===== src/rtl/sort_pkg.sv =====
// Shared types and constants for the in-place selection-sort engine.
package sort_pkg;

  typedef enum logic [2:0] {
    IDLE,
    LOAD,
    SCAN,
    SWAP,
    DONE
  } sort_state_t;

  localparam logic ASCENDING  = 1'b0;
  localparam logic DESCENDING = 1'b1;

endpackage


===== src/rtl/sort_if.sv =====
// Control/load/read bundle for sort_engine; swap_count exists only when
// SORT_SWAP_COUNT_EN is defined.
interface sort_if #(
  parameter int WIDTH = 8,
  parameter int DEPTH = 8
);
  localparam int AW = $clog2(DEPTH);

  logic             s;
  logic             desc;
  logic             init_mode;
  logic [AW-1:0]    init_addr;
  logic [WIDTH-1:0] init_data;
  logic [AW-1:0]    rd_addr;
  logic [WIDTH-1:0] rd_data;
  logic             busy;
  logic             done;
`ifdef SORT_SWAP_COUNT_EN
  logic [AW-1:0]    swap_count;

  modport master (
    output s, desc, init_mode, init_addr, init_data, rd_addr,
    input  rd_data, busy, done, swap_count
  );
  modport slave (
    input  s, desc, init_mode, init_addr, init_data, rd_addr,
    output rd_data, busy, done, swap_count
  );
`else
  modport master (
    output s, desc, init_mode, init_addr, init_data, rd_addr,
    input  rd_data, busy, done
  );
  modport slave (
    input  s, desc, init_mode, init_addr, init_data, rd_addr,
    output rd_data, busy, done
  );
`endif
endinterface


===== src/rtl/sort_regfile.sv =====
// DEPTH x WIDTH register array: external read, two index reads, external
// write and a dual-write swap port; asynchronously cleared.
module sort_regfile #(
  parameter int WIDTH = 8,
  parameter int DEPTH = 8,
  localparam int AW = $clog2(DEPTH)
) (
  input  logic             clk,
  input  logic             reset,
  input  logic [AW-1:0]    rd_addr,
  output logic [WIDTH-1:0] rd_data,
  input  logic [AW-1:0]    i_addr,
  output logic [WIDTH-1:0] i_data,
  input  logic [AW-1:0]    j_addr,
  output logic [WIDTH-1:0] j_data,
  input  logic             wr_en,
  input  logic [AW-1:0]    wr_addr,
  input  logic [WIDTH-1:0] wr_data,
  input  logic             swap_en,
  input  logic [AW-1:0]    swap_i,
  input  logic [WIDTH-1:0] swap_i_data,
  input  logic [AW-1:0]    swap_k,
  input  logic [WIDTH-1:0] swap_k_data
);
  localparam logic [AW:0] DEPTH_V = (AW+1)'(DEPTH);

  logic [WIDTH-1:0] mem [DEPTH];

  // NOTE: this array is reset on purpose; a sort aborted by reset must leave every entry at 0.
  always_ff @(posedge clk or posedge reset) begin
    if (reset) begin
      for (int n = 0; n < DEPTH; n++) mem[n] <= '0;
    end else if (swap_en) begin
      mem[swap_k] <= swap_k_data;
      mem[swap_i] <= swap_i_data;
    end else if (wr_en && ({1'b0, wr_addr} < DEPTH_V)) begin
      mem[wr_addr] <= wr_data;
    end
  end

  // Out-of-range addresses (non power-of-two DEPTH) read as zero.
  assign rd_data = ({1'b0, rd_addr} < DEPTH_V) ? mem[rd_addr] : '0;
  assign i_data  = ({1'b0, i_addr}  < DEPTH_V) ? mem[i_addr]  : '0;
  assign j_data  = ({1'b0, j_addr}  < DEPTH_V) ? mem[j_addr]  : '0;

endmodule


===== src/rtl/sort_engine.sv =====
// In-place selection sort over a DEPTH x WIDTH array, fixed latency.
// Optional SORT_SWAP_COUNT_EN adds a count of performed swaps.
module sort_engine
  import sort_pkg::*;
#(
  parameter int WIDTH = 8,
  parameter int DEPTH = 8
) (
  input  logic  clk,
  input  logic  reset,
  sort_if.slave bus
);
  localparam int AW = $clog2(DEPTH);
  localparam logic [AW-1:0] LAST_IDX = AW'(DEPTH - 1);
  localparam logic [AW-1:0] PASS_END = AW'(DEPTH - 2);

  sort_state_t      state;
  logic [AW-1:0]    i, j, k;
  logic [WIDTH-1:0] best;
  logic             order;
  logic             busy, done;
  logic [WIDTH-1:0] i_data, j_data;
  logic             idle_like, swap_en;
`ifdef SORT_SWAP_COUNT_EN
  logic [AW-1:0]    swap_count;
  assign bus.swap_count = swap_count;
`endif

  function automatic logic better(input logic [WIDTH-1:0] a, input logic [WIDTH-1:0] b,
                                  input logic ord);
    return (ord == DESCENDING) ? (a > b) : (a < b);
  endfunction

  assign idle_like = (state == IDLE) || (state == DONE);
  assign swap_en   = (state == SWAP) && (k != i);

  sort_regfile #(.WIDTH(WIDTH), .DEPTH(DEPTH)) u_regfile (
    .clk         (clk),
    .reset       (reset),
    .rd_addr     (bus.rd_addr),
    .rd_data     (bus.rd_data),
    .i_addr      (i),
    .i_data      (i_data),
    .j_addr      (j),
    .j_data      (j_data),
    .wr_en       (idle_like && bus.init_mode),
    .wr_addr     (bus.init_addr),
    .wr_data     (bus.init_data),
    .swap_en     (swap_en),
    .swap_i      (i),
    .swap_i_data (best),
    .swap_k      (k),
    .swap_k_data (i_data)
  );

  // NOTE: all FSM state uses non-blocking assignments so every register samples pre-edge values.
  always_ff @(posedge clk or posedge reset) begin
    if (reset) begin
      state <= IDLE;
      i     <= '0;
      j     <= '0;
      k     <= '0;
      best  <= '0;
      order <= ASCENDING;
      busy  <= 1'b0;
      done  <= 1'b0;
`ifdef SORT_SWAP_COUNT_EN
      swap_count <= '0;
`endif
    end else begin
      case (state)
        IDLE, DONE: begin
          // A load in the same cycle as s takes priority and cancels the start.
          if (bus.init_mode) begin
            done  <= 1'b0;
            state <= IDLE;
          end else if (bus.s) begin
            order <= bus.desc;
            done  <= 1'b0;
            busy  <= 1'b1;
            i     <= '0;
            state <= LOAD;
`ifdef SORT_SWAP_COUNT_EN
            swap_count <= '0;
`endif
          end
        end
        LOAD: begin
          best  <= i_data;
          k     <= i;
          j     <= i + 1'b1;
          state <= SCAN;
        end
        SCAN: begin
          if (better(j_data, best, order)) begin
            best <= j_data;
            k    <= j;
          end
          if (j == LAST_IDX) state <= SWAP;
          else               j     <= j + 1'b1;
        end
        SWAP: begin
`ifdef SORT_SWAP_COUNT_EN
          if (k != i) swap_count <= swap_count + 1'b1;
`endif
          if (i == PASS_END) begin
            busy  <= 1'b0;
            done  <= 1'b1;
            state <= DONE;
          end else begin
            i     <= i + 1'b1;
            state <= LOAD;
          end
        end
        default: state <= IDLE;
      endcase
    end
  end

  assign bus.busy = busy;
  assign bus.done = done;

endmodule


===== src/flat_wrapper.sv =====
// flat-port wrapper written by rule: the top's interface ports become plain ports
module sort_engine_flat import sort_pkg::*;
#(
  parameter int WIDTH = 8,
  parameter int DEPTH = 8
)
  (clk, reset, bus_s, bus_desc, bus_init_mode, bus_init_addr, bus_init_data, bus_rd_addr, bus_rd_data, bus_busy, bus_done);
  sort_if #(.WIDTH(WIDTH), .DEPTH(DEPTH)) bus_i ();
  input  logic clk;
  input  logic reset;
  input wire logic [$bits(bus_i.s)-1:0] bus_s;
  input wire logic [$bits(bus_i.desc)-1:0] bus_desc;
  input wire logic [$bits(bus_i.init_mode)-1:0] bus_init_mode;
  input wire logic [$bits(bus_i.init_addr)-1:0] bus_init_addr;
  input wire logic [$bits(bus_i.init_data)-1:0] bus_init_data;
  input wire logic [$bits(bus_i.rd_addr)-1:0] bus_rd_addr;
  output wire logic [$bits(bus_i.rd_data)-1:0] bus_rd_data;
  output wire logic [$bits(bus_i.busy)-1:0] bus_busy;
  output wire logic [$bits(bus_i.done)-1:0] bus_done;
  assign bus_i.s = bus_s;
  assign bus_i.desc = bus_desc;
  assign bus_i.init_mode = bus_init_mode;
  assign bus_i.init_addr = bus_init_addr;
  assign bus_i.init_data = bus_init_data;
  assign bus_i.rd_addr = bus_rd_addr;
  assign bus_rd_data = bus_i.rd_data;
  assign bus_busy = bus_i.busy;
  assign bus_done = bus_i.done;
  sort_engine #(.WIDTH(WIDTH), .DEPTH(DEPTH)) u_core (.clk(clk), .reset(reset), .bus(bus_i));
endmodule

===== config.mk =====
export PLATFORM = sky130hd
export DESIGN_NAME = sort_engine_flat
export DESIGN_NICKNAME = d
export VERILOG_FILES = /design/src/rtl/sort_pkg.sv /design/src/rtl/sort_if.sv /design/src/rtl/sort_regfile.sv /design/src/rtl/sort_engine.sv /design/src/flat_wrapper.sv
export SDC_FILE = /design/constraint.sdc
export NUM_CORES = 1
export LEC_CHECK = 0
export ABC_AREA = 1
export BUFFER_PORTS_ARGS = -buffer_cell sky130_fd_sc_hd__buf_2
export CAP_MARGIN = 25
export CORE_MARGIN = 1
export CORE_UTILIZATION = 55
export CTS_CLUSTER_DIAMETER = 100
export DETAILED_ROUTE_END_ITERATION = 12
export PLACE_DENSITY = 0.7
export SKIP_CTS_REPAIR_TIMING = 1
export SLEW_MARGIN = 20
export SYNTH_ARGS = -nofsm -noshare
export SYNTH_HDL_FRONTEND = slang
export SYNTH_SLANG_ARGS = --single-unit

===== constraint.sdc =====
create_clock -name clk -period 3.2 [get_ports clk]
set_clock_uncertainty 0.2 [all_clocks]
set_input_delay 0.16 -clock clk [delete_from_list [all_inputs] [get_ports clk]]
set_output_delay 0.16 -clock clk [all_outputs]
set_load 0.1 [all_outputs]

## Word level (Yosys, flattened, before mapping)

Index checks and enable logic that the tools add are counted.

- Input bits: 19
- Output and inout bits: 10
- Register bits: 87
- Logic and storage cells: 111

- Order comparisons: 10
- Eq/ne operators: 15
- Bitwise operators: 6
- Add/subtract/negate cells: 2
- Muxes and demuxes: 44
- Reduce and logical (&&, ||, !) cells: 18

Operators by type and width:

| operator | number |
|---|---|
| $bwmux 64 | 3 |
| $mux 64 | 2 |
| $mux 8 | 10 |
| $bmux 8 s3 | 3 |
| $demux 8 s3 | 3 |
| $mux 3 | 9 |
| $ge 4x4->1 const B | 5 |
| $not 3->4 | 5 |
| $pmux 3 s2 | 3 |
| $pmux 8 s2 | 1 |
| $lt 4x1->1 const B | 3 |
| $pmux 3 s4 | 1 |
| $ne 2x2->1 const B | 5 |
| $eq 3x3->1 const B | 3 |
| $gt 8x8->1 | 1 |
| $lt 8x8->1 | 1 |
| $reduce_and 4->1 | 2 |
| $mux 1 | 7 |
| $add 3x1->3 const B | 2 |
| $eq 3x2->1 const B | 2 |
| $reduce_and 2->1 | 3 |
| $reduce_and 3->1 | 2 |
| $reduce_bool 2->1 | 3 |
| $logic_and 1x1->1 | 5 |
| other kinds (9) | 11 |

## Longest topological paths before layout

Gate-level depths: netlist of the first run.

- Depth after elaboration: 8
- Gate-level depth with buffers: 22
- Mapped depth without buffers: 20

## Hierarchy

Synthesis of the first run repeated with hierarchy kept, for this count alone.

- Cell total of the unflattened synthesis: 1,353
- Area total of the unflattened synthesis: 7,900.1 um^2

Modules (own cells, without submodules):

| module | instances | cells each | seq. area each (um^2) | area an instance (um^2) |
|---|---|---|---|---|
| sort_regfile | 1 | 1,160 | 1,601.5 | 6,453.7 |
| sort_engine | 1 | 193 | 575.6 | 1,446.4 |

## Worst setup path after synthesis of the first run

OpenSTA, ideal clock, no wires.

- Path type: input -> output
- From: input port bus_rd_addr[0]
- To: output port bus_rd_data[5]
- Stages on the path: 6
- Arrival time: 2.497 ns
- Setup slack: 0.343 ns
- Required time: 2.840 ns
- Path buffers: 2
- Cell sequence: clkbuf_1 -> clkbuf_1 -> o21ai_0 -> o21ai_0 -> nor2_1 -> a31oi_1

- Longest elaborated chain between the ends: 4

RTL lines:

| what | line | RTL |
|---|---|---|
| start: declaration | flat_wrapper.sv:16 | `input wire logic [$bits(bus_i.rd_addr)-1:0] bus_rd_addr;` |
| $not 3->4 (implied by the code) | sort_regfile.sv:42 | `assign rd_data = ({1'b0, rd_addr} < DEPTH_V) ? mem[rd_addr] : '0;` |
| $bmux 8 s3 | sort_regfile.sv:42 |  |
| $mux 8 (implied by the code) (2 in a row) | sort_regfile.sv:42 |  |
| end: declaration | flat_wrapper.sv:17 | `output wire logic [$bits(bus_i.rd_data)-1:0] bus_rd_data;` |

No other way between the ends. The select of a mux whose other input is x is not followed.

## Worst setup path after layout of the first run

- From: register u_core.j[0]
- To: register u_core.k[0]

- Longest elaborated chain between the ends: 8
- Elaborated cells on any way between the ends: 11
- Those cells by class: order compare: 2; eq/ne: 1; mux: 6; bitwise: 1; reduce/logical: 1

RTL lines:

| what | line | RTL |
|---|---|---|
| start: declaration | sort_engine.sv:18 | `logic [AW-1:0] i, j, k;` |
| start signal: assignment | sort_engine.sv:91 | `j <= i + 1'b1;` |
| start signal: assignment | sort_engine.sv:100 | `else j <= j + 1'b1;` |
| $not 3->4 (implied by the code) | sort_regfile.sv:44 | `assign j_data = ({1'b0, j_addr} < DEPTH_V) ? mem[j_addr] : '0;` |
| $bmux 8 s3 | sort_regfile.sv:44 |  |
| $mux 8 (implied by the code) (2 in a row) | sort_regfile.sv:44 |  |
| $lt 8x8->1 / $gt 8x8->1 (equally long branches) | sort_engine.sv:31 | `return (ord == DESCENDING) ? (a > b) : (a < b);` |
| $mux 1 | sort_engine.sv:31 |  |
| $ne 2x1->1 (no line) | n/a |  |
| $reduce_and 2->1 (no line) | n/a |  |
| end signal: assignment | sort_engine.sv:90 | `k <= i;` |
| end signal: assignment | sort_engine.sv:97 | `k <= j;` |
| end: declaration | sort_engine.sv:18 |  |

Several ways; a longest one is shown, not always the timed one. The select of a mux whose other input is x is not followed.
A chain may end at the register's enable or synchronous reset.

==> impl_metrics.toml, run 1 <==
[status]
outcome = "complete, no violations"

[route]
num_vias = 8821
final_antenna_net_count = 0
wl_per_cell_um = 20.88
vias_per_cell = 6.100
drt_pass1_iterations = 6
wirelength_mm = 30.19
drtIter0Drc = 1400
drc = 0

[cts]
clk_pin_slew_ns = 0.07
cts_buffers = 9
cts_sinks = 87
cts_tree = "yes"
cts_htree_levels = 3
worstSkewPairLatency_ns = 0.36
cts_root_buffer = "clkbuf_16"
max-clock-path-buffers = 2

[cells_and_area]
nFillCells = 1361
area_growth_pct = 8.832
fin_cells = 1446
drive_gt1_frac = 0.09843
num_antenna_cells = 0
nets = 1296

[floorplanning]
die_w_um = 118.6
core_area_um2 = 13240
fp-row-count = 42
start_util = 0.5648
fp.dieH_um = 118.6
boundaryPins = 29
die_area_um2 = 14070

[global_routing]
grt_overflow = 0
grt_use_total = 0.4380
grt_pass1_wl_mm = 45.78
antenna_found_initial = 0
grt_max_degree = 68
grt_pass1_vias = 7662

[worst_setup_path]
r2r_start = "u_core.j[0]"
worstPathMaxFanout = 45
end_kind = "register"
critPathKind = "register to register"
r2r_slack_ns = 0.37
worstSetupStartpoint = "u_core.j[0]"
required_ns = 3.25
startpoint_type = "register"
worstPathArrival_ns = 2.87

[yosys]
ys_ff_latch = 87
yosysMostFrequentCell = "nand2_1"
yosys_warnings = 0
syn_nets = 1287
synthCells = 1256
avgSynthCellArea_um2 = 5.955
synth_edf_count = 0
synth_area_leaders = "dfrtp_1 (29%), nand2_1 (26%), o21ai_0 (8.5%)"
synth_cell_types = 34
netlist.area_leader.share = 0.2911
synth_common_cells = "nand2_1 (526), o21ai_0 (127), a21oi_1 (108)"
ys_async_sr_fraction = 1.000
netlist_area_um2 = 7480
synth_area_leader_cell = "dfrtp_1"
seq_area_frac_synth = 0.2911
synth-main-ff-cell = "dfrtp_1"

[power_and_ir_drop]
power_density_nw_per_um2 = 1134
p_leak_nw = 4.105
power_mw = 9.233
ir_worst_vdd_v = 0.0006681

[sta]
tightest_slew_ns = 0.6798
fin_setup_tns_ns = 0
grt_setup_unrepaired = "false"
period_minus_slack_ns = 2.826
hold_slack_ns = 0.01985
slew_headroom = 0.5462
fin_crit_sh = 0.8832
setup_viol = 0
slew_viol_final = 0
hold_viol_final = 0
max_freq_mhz = 353.8

[placement]
place_inst = 1424
gp_congestion = 1.004
dp_hpwl_mm = 21.33
port_buffers = 28

[worst_hold_path]
hold_start = "bus_init_data[2]"
min-delay-path-class = "input pin to register"

[run]
max_cap_violations = 0
-- per-stage QoR --
step / setup WS [ns] / area, um2 / util
2_1_floorplan: 0.3427 / 7480 / -
3_3_place_gp: 0.3999 / 7765 / 0.5864
3_5_place_dp: 0.3535 / 7765 / 0.5864
4_1_cts: 0.3305 / 8078 / 0.6100
5_1_grt: 0.08541 / 8140 / 0.6147
6_report: 0.3737 / 8140 / 0.6147
-- cell usage in the layout (no fill, tap or decap), types with 2 or more instances in the layout --
cell / Yosys / final
a31oi_1: 10 / 10
nand3_4: 3 / 3
inv_2: 16 / 16
nand2_2: 16 / 17
dfrtp_1: 87 / 87
buf_4: 4 / 26
o21ai_2: 5 / 5
ha_1: 12 / 12
nor2_2: 2 / 2
o22ai_1: 3 / 3
and2_1: 7 / 7
nor2_1: 60 / 60
inv_1: 60 / 59
o211ai_1: 16 / 16
inv_6: 0 / 2
buf_2: 21 / 28
nand4_1: 7 / 7
o21ai_0: 127 / 127
nand2_4: 2 / 2
clkbuf_16: 0 / 9
nor3_2: 3 / 3
clkinv_2: 0 / 2
buf_12: 0 / 2
nand3_1: 106 / 106
dlygate4sd3_1: 0 / 6
nand2_1: 526 / 525
clkinv_1: 8 / 8
a21oi_1: 108 / 108
-- power by group --
| group | total, mW | switching (mW) | internal [mW] |
|---|---|---|---|
| logic | 5.66 | 3.99 | 1.68 |
| clock network | 1.14 | 0.515 | 0.622 |
| registers | 2.43 | 0.813 | 1.62 |
| total | 9.23 | 5.32 | 3.92 |
-- final timing paths --
kind,endpoint,cells after the start
worst max-delay path,u_core.k[0],15
worst min-delay path,u_core.u_regfile.mem[50],5
worst max register to register,u_core.k[0],15
worst min register to register,u_core.bus.busy,2
max in group asynchronous,u_core.u_regfile.mem[57],4
min in group asynchronous,u_core.bus.done,3
-- layout make-up --
class | instances | area [um2] | area share
clock buffer | 9 | 225.2 | 0.02767
clock inverter | 7 | 87.58 | 0.01076
inverter | 85 | 322.8 | 0.03966
multi-input combinational | 1020 | 4672 | 0.5739
sequential | 87 | 2177 | 0.2674
tap | 176 | 220.2 | 0.02705
timing repair buffer | 62 | 435.4 | 0.05349
-- worst max-delay path: stages, from the launching register on --
cell and delay, ns:
dfrtp_1 0.39, buf_12 0.21, inv_1 0.18, o21ai_0 0.21
nand3_1 0.09, and2_1 0.17, ha_1 0.31, a21oi_1 0.13
nor2_1 0.05, nor2_1 0.14, nand2_1 0.08, nand2_1 0.05
nand3_1 0.12, buf_4 0.21, nand3_1 0.07, nand2_1 0.08
-- layer usage --
| metal | share of wire | vias to the layer above | wire length, um | track usage |
|---|---|---|---|---|
| met3 | 0.13 | 129 | 3912 | 0.08349 |
| met4 | 0.074 | 0 | 2241 | 0.2975 |
| li1 | - | 4109 | - | - |
| met5 | 0 | - | 0 | 0 |
| met1 | 0.39 | 3942 | 11820 | 0.6112 |
| met2 | 0.40 | 641 | 12210 | 0.6086 |
-- cells by family (layout without fill, tap and decap cells) --
group / Yosys count / count (layout) / synth area share
compound gates: 272 / 272 / 0.1927
xor+xnor: 2 / 2 / 0.003346
fa+ha+maj: 12 / 12 / 0.02007
buf+inv: 149 / 163 / 0.08464
flops: 87 / 87 / 0.2911
simple gates: 734 / 734 / 0.4082
-- flip-flops by register name, indices dropped and copies added (netlist names) --
register              count
u_core.order              1
u_core.u_regfile.mem     64
u_core.k                  3
u_core.state              3
u_core.best               8
u_core.bus.done           1
u_core.j                  3
u_core.bus.busy           1
u_core.i                  3
Power figures use the tool's default switching activity.
==> run 2, diff against run 1 <==
--- a/config.mk
+++ b/config.mk
@@ -13,6 +13,7 @@
 export CTS_CLUSTER_DIAMETER = 100
 export DETAILED_ROUTE_END_ITERATION = 12
 export PLACE_DENSITY = 0.7
+export SETUP_SLACK_MARGIN = 0.4
 export SKIP_CTS_REPAIR_TIMING = 1
 export SLEW_MARGIN = 20
 export SYNTH_ARGS = -nofsm -noshare
==> run 2 against run 1 <==
Effect of this change:
- sequential power about the same
- utilization up 3.0 points
- critical path type unchanged
- critical endpoint is now u_core.best[7]
- first-iteration DRC count down 1.2%
- worst hold slack worse by 0.014 ns
- clock-buffer cell count up 1
- flip-flop and latch count unchanged
- critical path depth down 1
- fmax up 0.40%
- largest cell class unchanged
- via count up 0.77%
- clock power about the same
- sequential share of layout area down 1.2 points
==> impl_metrics.toml, run 2 (synthesis gave the netlist of run 1 again) <==
[status]
outcome = "complete, no violations"

[cts]
cts_tree = "yes"
cts_htree_levels = 3
cts_sinks = 87
worstSkewPairLatency_ns = 0.36
clk_pin_slew_ns = 0.07
max-clock-path-buffers = 2
cts_root_buffer = "clkbuf_16"
cts_buffers = 9

[worst_setup_path]
cp_top_family = "simple AND/OR/NAND/NOR gates"
startpoint_type = "register"
required_ns = 3.23
critPathKind = "register to register"
worstPathMaxFanout = 12
end_kind = "register"
cp_num_buf_inv = 2
critPathSlowestCell = "dfrtp_2"
slowest_delay_ns = 0.51
crit_chain = "clkbuf_16, o211ai_1, nand3_1, and2_4, ha_4, a21oi_1, nand2_2, nand2_2, nand2_1, nand2_2, nand3_4, buf_6, nand3_1, nand2_1"
worstPathArrival_ns = 2.85
timing.critical_path.mode_cell = "nand2_2"

[power_and_ir_drop]
power_density_nw_per_um2 = 1172
ir_worst_vdd_v = 0.0007806
p_leak_nw = 4.217

[sta]
fin_setup_tns_ns = 0
fin_crit_sh = 0.8797
max_freq_mhz = 355.2
hold_viol_final = 0
setup_viol = 0
period_minus_slack_ns = 2.815
tightest_slew_ns = 0.8900
grt_setup_unrepaired = "true"
slew_headroom = 0.4066
slew_viol_final = 0
hold_slack_ns = 0.006059

[cells_and_area]
drive_gt1_frac = 0.1404
nets = 1308
area_growth_pct = 14.08
num_antenna_cells = 0
layout_common_cells = "nand2_1 (518), o21ai_0 (118), a21oi_1 (106)"
fin_util = 0.6444
final_common_cell = "nand2_1"
top_regs = "u_core.u_regfile.mem x64, u_core.best x8"
nFillCells = 1336
registers.top_by_ff_count = "u_core.u_regfile.mem"
largest_reg_flops = 64

[route]
wirelength_mm = 30.30
drc = 0
drt_pass1_iterations = 9
wl_per_cell_um = 20.78
vias_per_cell = 6.097
final_antenna_net_count = 0
drtIter0Drc = 1383
num_vias = 8889

[floorplanning]
start_util = 0.5648
die_area_um2 = 14070
die_w_um = 118.6
fp-row-count = 42
core_area_um2 = 13240
fp.dieH_um = 118.6
boundaryPins = 29

[placement]
gp_congestion = 0.9840
dp_hpwl_mm = 20.66
port_buffers = 28

[global_routing]
antenna_found_initial = 0
grt_pass1_wl_mm = 44.94
grt_pass1_vias = 7757
grt_use_total = 0.4276
grt_overflow = 0
grt_max_degree = 57

[run]
max_cap_violations = 0

[worst_hold_path]
min-delay-path-class = "input pin to register"
## run 2: cell types whose count changed in the layout (fill, tap and decap cells not counted), sizes merged
cell         previous run  this run
buf                    56        66
clkbuf                  9        13
inv                    79        75
clkinvlp                1         2
dlygate4sd3             6         4
clkinv                 11        14
## run 2: routing by layer
metal,vias to the layer above,wire length (um),global-route usage
li1,4130,-,-
met3,110,4325,0.1342
met4,0,1442,0.1946
met5,-,0,0
met1,4039,12280,0.5952
met2,610,12250,0.6005
## run 2: worst paths after layout
path                                                 end  cells after the start  slack [ns]             start
worst max-delay path                      u_core.best[7]                     14        0.38       u_core.j[0]
worst min-delay path            u_core.u_regfile.mem[51]                      5       0.006  bus_init_data[3]
worst max register to register            u_core.best[7]                     14        0.38       u_core.j[0]
worst min register to register           u_core.bus.busy                      2        0.29   u_core.bus.busy
max in group asynchronous       u_core.u_regfile.mem[48]                      4        1.80             reset
min in group asynchronous       u_core.u_regfile.mem[30]                      3        0.27             reset
## run 2: layout make-up
type                            instances  area, um2  area share
Clock inverter                          6      70.07    0.008211
Multi-Input combinational cell       1020       4902      0.5745
Tap cell                              176      220.2     0.02581
Sequential cell                        87       2178      0.2553
Clock buffer                           10      239.0     0.02801
Inverter                               85      326.6     0.03827
Timing Repair inverter                  1      7.507   0.0008798
Timing Repair Buffer                   73      589.3     0.06906
## run 2: tightest hold or removal path, cell delays in order
cell	delay, ns
buf_2	0.10
nand2_1	0.05
nor2_1	0.04
a21oi_1	0.11
a21oi_1	0.07
## run 2: power by group
part	internal [mW]	leakage, nW	switching [mW]
Clock	0.631	0.153	0.486
Combinational	2.09	2.93	4.39
Sequential	1.62	1.14	0.781
Total	4.34	4.22	5.66
## run 2: metrics by stage
step	power (mW)	setup WS (ns)	cell area, um2	instances
2_1_floorplan	6.062	0.5767	7530	1256
3_3_place_gp	7.790	0.3932	7860	1430
3_5_place_dp	7.831	0.3765	7860	1430
4_1_cts	8.969	0.3467	8169	1446
5_1_grt	10.59	0.2834	8533	1458
6_report	10.00	0.3849	8533	1458
==> run 3, diff against run 2 <==
--- a/config.mk
+++ b/config.mk
@@ -6,13 +6,13 @@
 export NUM_CORES = 1
 export LEC_CHECK = 0
 export ABC_AREA = 1
-export BUFFER_PORTS_ARGS = -buffer_cell sky130_fd_sc_hd__buf_2
 export CAP_MARGIN = 25
 export CORE_MARGIN = 1
 export CORE_UTILIZATION = 55
 export CTS_CLUSTER_DIAMETER = 100
 export DETAILED_ROUTE_END_ITERATION = 12
-export PLACE_DENSITY = 0.7
+export DONT_BUFFER_PORTS = 1
+export PLACE_DENSITY = 0.68
 export SETUP_SLACK_MARGIN = 0.4
 export SKIP_CTS_REPAIR_TIMING = 1
 export SLEW_MARGIN = 20
==> run 3 against run 2 <==
Effect of this change:
- the run now ends with hold timing left
- wire length fell by 2.1%
- combinational power fell by 4.2%
- die area did not move
- design area fell by 0.51%
- clock-buffer cell count rose by 1
- worst hold slack got worse by 0.11 ns
- cell count fell by 1.1%
- fmax rose by 2.3%
- global-route usage fell by 1.1 points
- utilization fell by 0.33 points
- critical path depth rose by 4
==> impl_metrics.toml, run 3 (synthesis gave the netlist of run 1 again) <==
[floorplanning]
fp-row-count = 42
boundaryPins = 29
fp.dieH_um = 118.6
die_w_um = 118.6
start_util = 0.5648
die_area_um2 = 14070
core_area_um2 = 13240

[worst_hold_path]
whs_endpoint = "u_core.u_regfile.mem[53]"
hold_start = "bus_init_data[5]"
min-delay-path-class = "input pin to register"
hold_depth = 4

[worst_setup_path]
critPathKind = "register to register"
slowest_delay_ns = 0.48
critPathSlowestCell = "dfrtp_2"
worst_r2r_endpoint = "u_core.best[4]"
worstSetupStartpoint = "u_core.j[0]"
end_kind = "register"
r2r_start = "u_core.j[0]"
cp_top_family = "simple AND/OR/NAND/NOR gates"
timing.critical_path.mode_cell = "nand2_1"
r2r_slack_ns = 0.45
r2r_cells = 18
required_ns = 3.24
worstPathMaxFanout = 14
crit_chain = "buf_12, buf_12, a21oi_1, o21ai_0, nand3_1, and2_4, ha_4, nand2_1, inv_2, nand2_1, nand2_1, nand2_2, nand2_2, nand2_2, nand3_4, buf_4, nand3_1, nand2_1"
startpoint_type = "register"
worstPathArrival_ns = 2.79
cp_num_buf_inv = 4

[cts]
cts_sinks = 87
cts_htree_levels = 3
cts_buffers = 9
clk_pin_slew_ns = 0.07
worstSkewPairLatency_ns = 0.36
cts_tree = "yes"
max-clock-path-buffers = 2
cts_root_buffer = "clkbuf_16"

[cells_and_area]
largest_reg_flops = 64
layout_common_cells = "nand2_1 (517), o21ai_0 (119), a21oi_1 (107)"
final_common_cell = "nand2_1"
top_regs = "u_core.u_regfile.mem x64, u_core.best x8"
drive_gt1_frac = 0.1219
nets = 1289
area_growth_pct = 13.50
registers.top_by_ff_count = "u_core.u_regfile.mem"

[global_routing]
grt-busiest-layer = "met1"
grt_use_total = 0.4163
grt_max_degree = 88
met3_usage = 0.1327
grt_pass1_vias = 7404
grt_pass1_wl_mm = 43.89
global_route.usage.met1 = 0.6043
antenna_found_initial = 2
grt_use_met2 = 0.5702
grt_overflow = 0

[sta]
max_freq_mhz = 363.4
hold_viol_final = 1
setup_viol = 0
grt_setup_unrepaired = "true"
tightest_slew_ns = 0.9067
hold_slack_ns = -0.1043
fin_crit_sh = 0.8599
slew_viol_final = 0
slew_headroom = 0.3955
period_minus_slack_ns = 2.752
fin_setup_tns_ns = 0

[placement]
dp_hpwl_mm = 19.91
gp_congestion = 0.9912
port_buffers = 0

[route]
drtIter0Drc = 1301
final_antenna_net_count = 0
vias_per_cell = 6.141
drt_pass1_iterations = 7
num_vias = 8855
wl_per_cell_um = 20.56
drc = 0
wirelength_mm = 29.65

[power_and_ir_drop]
ir_worst_vdd_v = 0.0007467
power_density_nw_per_um2 = 1163
power_mw = 9.870
p_leak_nw = 4.146

[run]
max_cap_violations = 0

[status]
outcome = "finished with violations"
violations = "hold timing"
run 3: cell count changes in the layout (fill, tap and decap cells not counted), moves of 3 or more:
cell	before	now
diode_2	0	3
buf_6	3	6
clkinv_4	4	1
nor2_1	58	54
buf_4	32	28
buf_2	28	0
nor2_2	3	7
o21ai_2	10	7
dlygate4sd3_1	4	13
run 3: worst max-delay path by stage:
stage	slack, ns	end	cells after the start
final	0.45	u_core.best[4]	18
after global routing	0.36	u_core.best[5]	22
after CTS	0.35	u_core.best[3]	15
after detailed placement	0.37	u_core.best[3]	15
after global placement	0.41	u_core.best[4]	13
after floorplan	0.58	u_core.best[0]	16
run 3: layout make-up:
cell class / instances / area (um2)
multi-input combinational: 1021 / 4882
tap: 176 / 220.2
timing repair buffer: 54 / 558.0
clock inverter: 5 / 63.81
antenna: 3 / 7.507
fill: 1285 / 4753
clock buffer: 11 / 252.7
sequential: 87 / 2178
inverter: 85 / 326.6
run 3: metrics by stage:
step	area, um2	util	setup WS (ns)	instances
6_report	8489	0.6411	0.4484	1442
5_1_grt	8482	0.6405	0.3562	1439
4_1_cts	8016	0.6053	0.3540	1412
3_5_place_dp	7700	0.5814	0.3666	1396
3_3_place_gp	7700	0.5814	0.4138	1396
2_1_floorplan	7530	-	0.5767	1256
run 3: worst reg2reg max path, stage by stage, from the launching register on:
cell and delay, ns:
dfrtp_2 0.48, buf_12 0.16, buf_12 0.14, a21oi_1 0.14, o21ai_0 0.09, nand3_1 0.19
and2_4 0.21, ha_4 0.20, nand2_1 0.07, inv_2 0.04, nand2_1 0.05, nand2_1 0.05
nand2_2 0.08, nand2_2 0.05, nand2_2 0.08, nand3_4 0.10, buf_4 0.18, nand3_1 0.06
nand2_1 0.07
run 3: power breakdown:
part | switching, mW | internal, mW | leakage, nW
combinational | 4.14 | 2.07 | 2.85
sequential | 0.897 | 1.62 | 1.14
clock | 0.485 | 0.655 | 0.153
total | 5.52 | 4.35 | 4.15
run 3: metal layers:
| layer | part of all wire | wire (um) | vias to the layer above |
|---|---|---|---|
| li1 | - | - | 4114 |
| met1 | 0.41 | 12290 | 4047 |
| met2 | 0.41 | 12090 | 612 |
| met3 | 0.14 | 4203 | 82 |
| met4 | 0.036 | 1062 | 0 |
| met5 | 0 | 0 | - |
